### src/rtl/seq_pkg.sv
// ---------------------------------------------------------------------------
// seq_pkg
// Shared definitions for the serial sequence detector:
//   OVERLAP_ON / OVERLAP_OFF : detection-mode constants for seq_detector
//   DEF_PATTERN              : default 4-bit target pattern (1011)
//   phase_t                  : detector phase decoded from the fill level
//   clog2()                  : ceiling log2, used to size the fill counter
// ---------------------------------------------------------------------------
package seq_pkg;

  localparam bit         OVERLAP_ON  = 1'b1;
  localparam bit         OVERLAP_OFF = 1'b0;
  localparam logic [3:0] DEF_PATTERN = 4'b1011;

  // IDLE: no history, FILLING: partial history, ARMED: full history.
  typedef enum logic [1:0] {
    IDLE    = 2'd0,
    FILLING = 2'd1,
    ARMED   = 2'd2
  } phase_t;

  // Smallest r with 2**r >= value (0 for value <= 1).
  function automatic int clog2(input int value);
    int r;
    r = 0;
    for (int i = 0; i < 31; i++) begin
      if ((1 << i) < value) begin
        r = i + 1;
      end
    end
    return r;
  endfunction

endpackage

### src/rtl/seq_detector_sat_counter.sv
// ---------------------------------------------------------------------------
// sat_counter
// Saturating up-counter with synchronous clear.
//   clk : rising-edge clock
//   rst : synchronous active-high reset, q <= 0
//   clr : synchronous clear; an increment in the same cycle still lands,
//         so the result is 1 when clr and inc are both high
//   inc : count one event
//   q   : current count, holds at all-ones instead of wrapping
// ---------------------------------------------------------------------------
module sat_counter #(
  parameter int CW = 8
) (
  input  logic          clk,
  input  logic          rst,
  input  logic          clr,
  input  logic          inc,
  output logic [CW-1:0] q
);

  logic [CW-1:0] count_reg;
  logic [CW-1:0] count_next;

  always_comb begin
    count_next = count_reg;
    if (clr) begin
      count_next = CW'(inc);
    end else if (inc && (count_reg != {CW{1'b1}})) begin
      count_next = count_reg + CW'(1);
    end
  end

  always_ff @(posedge clk) begin
    if (rst) begin
      count_reg <= '0;
    end else begin
      count_reg <= count_next;
    end
  end

  assign q = count_reg;

endmodule

### src/rtl/seq_detector.sv
// ---------------------------------------------------------------------------
// seq_detector
// Serial sequence detector for a W-bit PATTERN (MSB = oldest bit).
// Parameters: W (2..32), PATTERN, OVERLAP (1 = overlapping matches,
// 0 = W fresh bits needed after a match), CW (match-counter width).
// Ports:
//   clk         : rising-edge clock
//   rst         : synchronous active-high reset
//   en          : din is consumed only when en=1
//   din         : serial data bit
//   clr         : synchronous clear of the match counter only
//   match_mealy : combinational, high while the completing bit is presented
//   match_moore : registered, high the cycle after a match_mealy cycle
//   fill        : number of valid history bits, 0..W
//   count       : saturating match count
// The fill level is the FSM state (IDLE / FILLING / ARMED); there is no
// separate state register.
// ---------------------------------------------------------------------------
module seq_detector
  import seq_pkg::*;
#(
  parameter int         W       = 4,
  parameter logic [W-1:0] PATTERN = DEF_PATTERN,
  parameter bit         OVERLAP = OVERLAP_ON,
  parameter int         CW      = 8
) (
  input  logic                   clk,
  input  logic                   rst,
  input  logic                   en,
  input  logic                   din,
  input  logic                   clr,
  output logic                   match_mealy,
  output logic                   match_moore,
  output logic [clog2(W+1)-1:0]  fill,
  output logic [CW-1:0]          count
);

  localparam int             FW        = clog2(W + 1);
  localparam logic [FW-1:0]  FILL_FULL = FW'(W);
  localparam logic [FW-1:0]  FILL_LAST = FW'(W - 1);

  generate
    if (W < 2 || W > 32) begin : g_bad_w
      $error("seq_detector: W must be in 2..32");
    end
  endgenerate

  logic [W-1:0]  hist_reg, hist_next;
  logic [FW-1:0] fill_reg, fill_next;
  logic          moore_reg, moore_next;
  logic [W-1:0]  cand;
  logic          ready;
  logic          match;
  phase_t        phase;

  // Candidate window: history shifted left with the incoming bit at the LSB.
  assign cand[0] = din;
  generate
    for (genvar gi = 1; gi < W; gi++) begin : g_cand
      assign cand[gi] = hist_reg[gi-1];
    end
  endgenerate

  always_comb begin
    if (fill_reg == '0) begin
      phase = IDLE;
    end else if (fill_reg == FILL_FULL) begin
      phase = ARMED;
    end else begin
      phase = FILLING;
    end
  end

  // The window is fully valid once W-1 old bits plus the new bit are present.
  assign ready = (phase == ARMED) || (fill_reg == FILL_LAST);
  assign match = en & ~rst & ready & (cand == PATTERN);

  always_comb begin
    hist_next  = hist_reg;
    fill_next  = fill_reg;
    moore_next = 1'b0;
    if (en) begin
      hist_next  = cand;
      moore_next = match;
      if (match) begin
        // Non-overlap restarts the fill so no bit of this match is reused.
        fill_next = OVERLAP ? FILL_FULL : '0;
      end else if (phase != ARMED) begin
        fill_next = fill_reg + FW'(1);
      end
    end
  end

  always_ff @(posedge clk) begin
    if (rst) begin
      hist_reg  <= '0;
      fill_reg  <= '0;
      moore_reg <= 1'b0;
    end else begin
      hist_reg  <= hist_next;
      fill_reg  <= fill_next;
      moore_reg <= moore_next;
    end
  end

  sat_counter #(
    .CW(CW)
  ) u_count (
    .clk(clk),
    .rst(rst),
    .clr(clr),
    .inc(match),
    .q  (count)
  );

  assign match_mealy = match;
  assign match_moore = moore_reg;
  assign fill        = fill_reg;

endmodule

### config.mk
export PLATFORM = sky130hd
export DESIGN_NAME = seq_detector
export DESIGN_NICKNAME = d
export VERILOG_FILES = /design/src/rtl/seq_pkg.sv /design/src/rtl/seq_detector_sat_counter.sv /design/src/rtl/seq_detector.sv
export SDC_FILE = /design/constraint.sdc
export NUM_CORES = 1
export LEC_CHECK = 0
export BUFFER_PORTS_ARGS = -buffer_cell sky130_fd_sc_hd__buf_2
export CAP_MARGIN = 5
export CORE_UTILIZATION = 50
export DETAILED_ROUTE_END_ITERATION = 8
export PLACE_DENSITY = 0.75
export SYNTH_ARGS = -nofsm -noshare
export SYNTH_HDL_FRONTEND = slang
export SYNTH_SLANG_ARGS = --single-unit
### constraint.sdc
create_clock -name clk -period 2.03 [get_ports clk]
set_input_delay 0.406 -clock clk [delete_from_list [all_inputs] [get_ports clk]]
set_output_delay 0.406 -clock clk [all_outputs]
set_load 0.1 [all_outputs]
==> flow_metrics.tcl, run 1 <==
set metrics [dict create \
    status "finished, final reports clean" \
    die_height_um 41.23 \
    grt_pass1_vias 550 \
    drive_above_1_share 0.3654 \
    reg2regPathDepth 7 \
    synth_edf_count 0 \
    slew_headroom 0.6768 \
    placement.io_buffers 17 \
    antenna_found_initial 0 \
    cts_made_buffers 3 \
    synth_top_area_share 0.3902 \
    cts_tree "done" \
    synth_area_leaders "dfxtp_1 39%, mux2i_1 6.5%, ha_1 4.9%, a21oi_1 4.6%, o31ai_1 2.9%" \
    synth_area_um2 769.5 \
    pre_cts_slack_ps 203.6 \
    ys_ff_latch 15 \
    antenna_cells 0 \
    ys_seq_area_frac 0.3902 \
    worstSetupPathType "reg2out" \
    fmax_mhz 515.0 \
    path_clk_slew_ps 90 \
    dieArea_um2 1700 \
    grt_pass1_wl_mm 2.332 \
    htreeDepth 1 \
    crit_end "match_mealy" \
    mostFrequentLayoutCells "16 x buf_2, 8 x dfxtp_2, 7 x a21oi_1" \
    hold_class "in2reg" \
    antenna_left 0 \
    drtIter0Drc 33 \
    startpoint "fill[0]" \
    grt_max_degree 11 \
    vias_per_cell 5.790 \
    first_pass_iters 4 \
    largest_register_ffs 8 \
    die_x_um 41.23 \
    avgSynthCellArea_um2 9.053 \
    holdWs_ps 364.4 \
    vias 689 \
    rsz0062_at_grt "false" \
    power_density_nw_per_um2 597.0 \
    drcViolationCount 0 \
    period_share 0.9565 \
    start_kind "flip-flop" \
    routed_wl_mm 1.607 \
    min_period_ps 1942 \
    worstMarginPinSlew_ps 488.2 \
    rows 13 \
    r2r_end "u_count.q[3]" \
    regToRegSetupSlack_ps 230 \
    dp_hpwl_mm 1.200 \
    initial_core_util 0.5632 \
    setup_tns_ps 0 \
    setup_slack_ps 88.22 \
    cts_root_buf "clkbuf_4" \
    clock-sinks 15 \
    maxCapViolCount 0 \
    area_growth_pct 21.14 \
    avgRoutedWirePerCell_um 13.50 \
    synthCells 85 \
    cellLeakagePower_nw 0.4127 \
    ir_drop_mv 0.3651 \
    synthFlopType "dfxtp_1" \
    final_common_cell "buf_2" \
    final_max_slew_viol_count 0 \
    worstSetupEndpointType "primary output" \
    yosysWarnings 0 \
    gp_congestion 0.8466 \
    nNetsFinal 113 \
    crit_required_ps 1620 \
    coreArea_um2 1366 \
    worstPathMaxFanout 9 \
    insertion_delay_ps 290 \
    track_usage 0.2143 \
    final_hold_viol_count 0 \
    finClkSkew_ps 2.722 \
    yosys.area.top_type "dfxtp_1" \
    grt_remaining_overflow 0 \
    worstReg2RegStart "fill[1]" \
    syn-num-nets 93 \
    finalSetupViolations 0 \
    synth.distinct_cells 30 \
    synthArstFlopShare 0 \
    pin_count 18 \
    critPathArrivalTime_ps 1540 \
    cts_max_path_buffers 2 \
]
logic make-up (layout without fill, tap and decap cells):
family / after synthesis / in the layout / share of synthesized area
AOI/OAI and AO/OA: 16 / 16 / 0.1252
muxes: 6 / 6 / 0.08455
DFF: 15 / 15 / 0.3902
buffers and inverters: 10 / 29 / 0.05203
adders and majority gates: 3 / 3 / 0.04879
and+or+nand+nor: 34 / 34 / 0.2878
xor gates and xnor gates: 1 / 1 / 0.01138
Yosys cell counts, types with 2 or more instances:
cell	count
nor3_1	4
nand3_1	3
dfxtp_1	15
clkbuf_1	2
buf_2	2
a21oi_1	7
nand4b_1	2
nand4_1	2
inv_1	5
nand2_1	5
o31ai_1	3
mux2i_1	5
and4_1	2
or4_1	2
and3_1	3
ha_1	3
nor2_1	5
o21ai_0	3
metrics by stage:
stage          power, mW  instances  utilization  instance area [um^2]
6_report          0.5565        119       0.6822                 932.1
4_1_cts           0.5596        119       0.6804                 929.6
3_5_place_dp      0.3899        114       0.6557                 895.9
3_3_place_gp      0.3879        114       0.6557                 895.9
2_1_floorplan     0.3743         85            -                 787.0
5_1_grt           0.5800        119       0.6822                 932.1
how the worst min path moves through the flow:
stage                     cells after the start  slack [ps]    startpoint           end
final                                         3         360           din   hist_reg[0]
after global routing                          3         380           din   hist_reg[0]
after CTS                                     3         370           din   hist_reg[0]
after global placement                        2         460  u_count.q[6]  u_count.q[6]
after floorplan                               2         450   hist_reg[2]   hist_reg[2]
after detailed placement                      2         480   hist_reg[2]   hist_reg[2]
layer usage:
| metal | vias to the layer above | share of wire | GRT usage |
|---|---|---|---|
| met5 | - | 0 | 0 |
| met4 | 0 | 0.013 | 0.07258 |
| met3 | 4 | 0.048 | 0.04891 |
| met2 | 21 | 0.50 | 0.3672 |
| met1 | 310 | 0.44 | 0.2597 |
| li1 | 354 | - | - |
power by group:
group | internal [mW] | switching (mW) | total (mW)
Clock | 0.0764 | 0.0980 | 0.174
Combinational | 0.0220 | 0.0533 | 0.0753
Sequential | 0.301 | 0.00618 | 0.307
Total | 0.399 | 0.157 | 0.557
timing repair:
item | CTS | global route
setup buffers | 1 | 0
hold buffers | 0 | 0
endpoints found under the hold margin | 0 | 0
resized for setup | 0 | 1
endpoints found under the setup margin | 1 | 1
worst max-delay path, cell delays in order, from the launching register on:
cell     delay [ps]
dfxtp_4         370
inv_1            40
ha_1            210
mux2_4          280
nand4_4         120
inv_4            70
buf_12          160
layout make-up:
cell class | count | area (um^2)
Fill cell | 127 | 434.2
Multi-Input combinational cell | 60 | 429.2
Sequential cell | 15 | 317.8
Timing Repair Buffer | 19 | 115.1
Clock buffer | 4 | 26.28
Inverter | 6 | 25.02
Tap cell | 15 | 18.77
Note: power is estimated with default switching activity, not from simulation.
==> inputs of run 2 (changes only) <==
--- a/config.mk
+++ b/config.mk
@@ -5,11 +5,11 @@
 export SDC_FILE = /design/constraint.sdc
 export NUM_CORES = 1
 export LEC_CHECK = 0
-export BUFFER_PORTS_ARGS = -buffer_cell sky130_fd_sc_hd__buf_2
 export CAP_MARGIN = 5
-export CORE_UTILIZATION = 50
+export CORE_UTILIZATION = 51
 export DETAILED_ROUTE_END_ITERATION = 8
-export PLACE_DENSITY = 0.75
+export DONT_BUFFER_PORTS = 1
+export PLACE_DENSITY = 0.66
 export SYNTH_ARGS = -nofsm -noshare
 export SYNTH_HDL_FRONTEND = slang
 export SYNTH_SLANG_ARGS = --single-unit
==> run 2 against run 1 <==
Cell area increased by 0.27%. Clock skew increased by 0.58 ps. Combinational power decreased by 10%. Maximum frequency decreased by 1.8%. Cell count decreased by 4.2%. First-iteration DRC count decreased by 30%. Largest power group unchanged. Die area decreased by 1.9%. Worst setup slack got worse by 36 ps. Critical endpoint unchanged. Clock power about the same. Hold slack got worse by 190 ps. Clock-buffer cell count unchanged.
==> flow_metrics.tcl, run 2 (synthesis results as in run 1) <==
set metrics [dict create \
    area_growth_pct 21.46 \
    grt_pass1_vias 552 \
    finClkSkew_ps 3.301 \
    ir_drop_mv 0.5937 \
    vias_per_cell 6.061 \
    antenna_cells 0 \
    crit_required_ps 1620 \
    final_area_um2 934.6 \
    coreArea_um2 1350 \
    power_frac_comb 0.123 \
    status "finished, final reports clean" \
    die_x_um 40.85 \
    first_pass_iters 4 \
    worstMarginPinSlew_ps 415.6 \
    final_common_cell "buf_4" \
    avgRoutedWirePerCell_um 14.20 \
    final_hold_viol_count 0 \
    met2_usage 0.3008 \
    cts_made_buffers 3 \
    power_density_nw_per_um2 586.8 \
    hold_class "in2reg" \
    post_layout_nonfiller_instances 114 \
    cts-hold-fix-buffers 0 \
    nNetsFinal 108 \
    finalSetupViolations 0 \
    antenna_left 0 \
    routed_wl_mm 1.619 \
    cellLeakagePower_nw 0.3925 \
    period_share 0.9740 \
    swShare 0.2746 \
    dieArea_um2 1668 \
    vias 691 \
    drcViolationCount 0 \
    rows 13 \
    grt_busiest_layer "met2" \
    maxCapViolCount 0 \
    pwr-share-clk 0.317 \
    pre_cts_slack_ps 251.2 \
    setup_slack_ps 52.68 \
    placement.io_buffers 0 \
    path_clk_slew_ps 90 \
    initial_core_util 0.5700 \
    track_usage 0.2083 \
    internal_power_mw 0.3978 \
    worstPathMaxFanout 10 \
    gp_congestion 0.8031 \
    drtIter0Drc 23 \
    dp.cells 109 \
    gr-usage-met3 0.03804 \
    worstSetupEndpointType "primary output" \
    grt_max_degree 12 \
    critPathArrivalTime_ps 1570 \
    cts_root_buf "clkbuf_4" \
    start_kind "flip-flop" \
    power_frac_seq 0.560 \
    drive_above_1_share 0.3333 \
    dp_hpwl_mm 1.166 \
    placed_cell_area_um2 885.9 \
    slew_headroom 0.7204 \
    cts_tree "done" \
    grt_pass1_wl_mm 2.283 \
    cts_max_path_buffers 2 \
    switchingPower_mw 0.1506 \
    final_max_slew_viol_count 0 \
    rsz0062_at_grt "false" \
    mostFrequentLayoutCells "13 x buf_4, 8 x dfxtp_2, 7 x a21oi_1" \
    worstSetupPathType "reg2out" \
    pin_count 18 \
    largest_register_ffs 8 \
    fmax_mhz 505.7 \
    power_mw 0.5484 \
    die_height_um 40.85 \
    htreeDepth 1 \
    antenna_found_initial 0 \
    insertion_delay_ps 290 \
    min_period_ps 1977 \
    met1_usage 0.2928 \
    grt_remaining_overflow 0 \
    clock-sinks 15 \
]
run 2: changes by cell type in the layout (fill, tap and decap cells not counted), sizes merged:
cell / change
buf: -5
run 2: critical path, stage by stage (launching register included):
cell	delay (ps)
dfxtp_4	370
inv_1	50
ha_1	210
mux2_4	280
nand4_4	130
inv_4	70
buf_12	160
run 2: power by group through the flow:
| stage | sequential (mW) | clock [mW] | combinational (mW) |
|---|---|---|---|
| 6_report | 0.307 | 0.174 | 0.0675 |
| 5_1_grt | 0.309 | 0.183 | 0.0716 |
| 4_1_cts | 0.307 | 0.176 | 0.0677 |
| 3_5_place_dp | 0.314 | 0 | 0.0674 |
| 3_3_place_gp | 0.314 | 0 | 0.0662 |
| 2_1_floorplan | 0.344 | 0 | 0.0300 |
run 2: worst paths after layout:
path         depth (start not counted)        start  slack (ps)      endpoint
max                                  6      fill[0]          50   match_mealy
max reg2reg                          7      fill[0]         350  u_count.q[0]
min reg2reg                          2  hist_reg[2]         500   hist_reg[2]
min                                  1          rst         170   hist_reg[0]
run 2: final cells by class:
class	instances	area [um^2]
Tap cell	15	18.77
Timing Repair Buffer	14	117.6
Clock buffer	4	26.28
Multi-Input combinational cell	60	429.2
Sequential cell	15	317.8
Inverter	6	25.02
Fill cell	97	415.4
run 2: what timing repair did:
| action | in CTS | in global routing |
|---|---|---|
| hold endpoints to repair | 0 | 0 |
| pin swaps | 1 | 0 |
| resized for setup | 2 | 2 |
| setup buffers | 0 | 1 |
| endpoints found under the setup margin | 1 | 1 |
run 2: stage by stage:
step                hold slack (ps)  setup TNS (ps)  utilization
global placement              480.8               0       0.6562
CTS                           175.4               0       0.6812
detailed placement            481.6               0       0.6562
finish                        174.9               0       0.6923
global route                  173.3               0       0.6923
floorplan                     452.2          -32.61            -
run 2: routing by layer:
layer / routed length (um) / vias up
li1: - / 340
met4: 34 / 0
met1: 763 / 316
met5: 0 / -
met3: 111 / 5
met2: 709 / 30
==> inputs of run 3 (changes only) <==
--- a/config.mk
+++ b/config.mk
@@ -5,11 +5,12 @@
 export SDC_FILE = /design/constraint.sdc
 export NUM_CORES = 1
 export LEC_CHECK = 0
+export BUFFER_PORTS_ARGS = -buffer_cell sky130_fd_sc_hd__buf_2
 export CAP_MARGIN = 5
-export CORE_UTILIZATION = 51
+export CORE_MARGIN = 8
+export CORE_UTILIZATION = 50
 export DETAILED_ROUTE_END_ITERATION = 8
-export DONT_BUFFER_PORTS = 1
-export PLACE_DENSITY = 0.66
+export PLACE_DENSITY = 0.75
 export SYNTH_ARGS = -nofsm -noshare
 export SYNTH_HDL_FRONTEND = slang
 export SYNTH_SLANG_ARGS = --single-unit
==> constraint.sdc (replaced) <==
create_clock -name clk -period 2.03 [get_ports clk]
set_input_delay 0.406 -clock clk [delete_from_list [all_inputs] [get_ports clk]]
set_output_delay 0.406 -clock clk [all_outputs]
set_load 0.005 [all_outputs]
==> run 3 against run 2 <==
Non-clock buffer count increased by 7. Clock-buffer cell count stayed put. Highest routed layer unchanged. Total power down 4.1%.
==> flow_metrics.tcl, run 3 (synthesis results as in run 1) <==
set metrics [dict create \
    vias 731 \
    worstSetupPathType "reg2out" \
    grt_pass1_vias 591 \
    crit_required_ps 1620 \
    status "finished, final reports clean" \
    critPathArrivalTime_ps 1540 \
    dp.cells 114 \
    period_share 0.9607 \
    routed_wl_mm 1.708 \
    grt_max_degree 12 \
    start_kind "flip-flop" \
    drive_above_1_share 0.3019 \
    final_common_cell "buf_2" \
    final_core_util 0.6224 \
    largest_register_ffs 8 \
    power_density_nw_per_um2 574.0 \
    rsz0062_at_grt "false" \
    area_growth_pct 19.02 \
    die_height_um 55.23 \
    avgRoutedWirePerCell_um 14.00 \
    worstSetupEndpointType "primary output" \
    grt_pass1_wl_mm 2.656 \
    setup_slack_ps 79.84 \
    placement.io_buffers 17 \
    initial_core_util 0.5230 \
    setup_tns_ps 0 \
    finalSetupViolations 0 \
    rows 14 \
    mostFrequentLayoutCells "17 x buf_2, 13 x dfxtp_1, 7 x a21oi_1" \
    post_layout_nonfiller_instances 122 \
    worstMarginPinSlew_ps 442.5 \
    hold_class "in2reg" \
    slew_headroom 0.7023 \
    cts_tree "done" \
    finClkSkew_ps 1.995 \
    cts_root_buf "clkbuf_4" \
    cts_max_path_buffers 2 \
    htreeDepth 1 \
    insertion_delay_ps 290 \
    antenna_cells 0 \
    cts-hold-fix-buffers 0 \
    coreArea_um2 1471 \
    power_mw 0.5257 \
    cts_made_buffers 3 \
    worstPathMaxFanout 9 \
    path_clk_slew_ps 90 \
    drcViolationCount 0 \
    min_period_ps 1950 \
    antenna_found_initial 0 \
    dieArea_um2 3050 \
    antenna_left 0 \
    maxCapViolCount 0 \
    die_x_um 55.23 \
    grt_remaining_overflow 0 \
    fmax_mhz 512.8 \
    gp_congestion 0.8977 \
    cellLeakagePower_nw 0.4136 \
    drtIter0Drc 27 \
    first_pass_iters 4 \
    track_usage 0.1016 \
    nNetsFinal 115 \
    vias_per_cell 5.992 \
    ir_drop_mv 0.5132 \
    final_hold_viol_count 0 \
    pin_count 18 \
    dp_hpwl_mm 1.252 \
    final_max_slew_viol_count 0 \
    clock-sinks 15 \
    pre_cts_slack_ps 201.6 \
]
[run 3: cell types whose count changed in the layout (fill, tap and decap cells not counted), moves of 2 or more]
cell and change:
dfxtp_2 -6, buf_4 -9, buf_2 +17, dfxtp_4 -2, dfxtp_1 +8
[run 3: area by class of cell]
| cell class | instances | area, um^2 |
|---|---|---|
| clock buffer | 4 | 26.28 |
| fill | 134 | 555.5 |
| inverter | 6 | 22.52 |
| multi-input combinational | 60 | 429.2 |
| sequential | 15 | 302.8 |
| tap | 16 | 20.02 |
| timing repair buffer | 21 | 115.1 |
[run 3: timing repair]
action / CTS / global route
endpoints found under the setup margin: 1 / 1
gates resized for setup: 1 / 1
pin swaps: 0 / 0
buffers inserted: 0 / 4
hold endpoints to repair: 0 / 0
[run 3: report_power, final]
part	switching, mW	internal (mW)
Clock	0.0977	0.0765
Sequential	0.00654	0.301
Combinational	0.0230	0.0206
[run 3: worst max-delay path, stage by stage (launching register included)]
cell and delay, ps:
dfxtp_2 370, inv_1 50, ha_1 210, mux2_4 280, nand4_4 130, inv_2 90
buf_2 140
[run 3: per-stage QoR]
| step | cell area [um^2] | hold WS [ps] |
|---|---|---|
| 6_report | 915.9 | 362.4 |
| 5_1_grt | 915.9 | 412.5 |
| 4_1_cts | 884.6 | 369.6 |
| 3_5_place_dp | 857.1 | 481.0 |
| 3_3_place_gp | 857.1 | 478.0 |
| 2_1_floorplan | 769.5 | 452.2 |
[run 3: layer usage]
layer | part of all wire | GRT usage | vias to the layer above | routed length (um)
li1 | - | - | 355 | -
met1 | 0.44 | 0.1243 | 332 | 746
met2 | 0.45 | 0.1490 | 36 | 765
met3 | 0.094 | 0.05251 | 8 | 160
met4 | 0.021 | 0.03169 | 0 | 36
met5 | 0 | 0 | - | 0
[run 3: final timing paths]
path                       end  slack, ps  cells past startpoint         from
setup / recovery   match_mealy         80                      6      fill[0]
hold / removal     hist_reg[0]        360                      3          din
setup reg to reg  u_count.q[5]        280                      7      fill[1]
hold reg to reg    hist_reg[2]        510                      2  hist_reg[2]
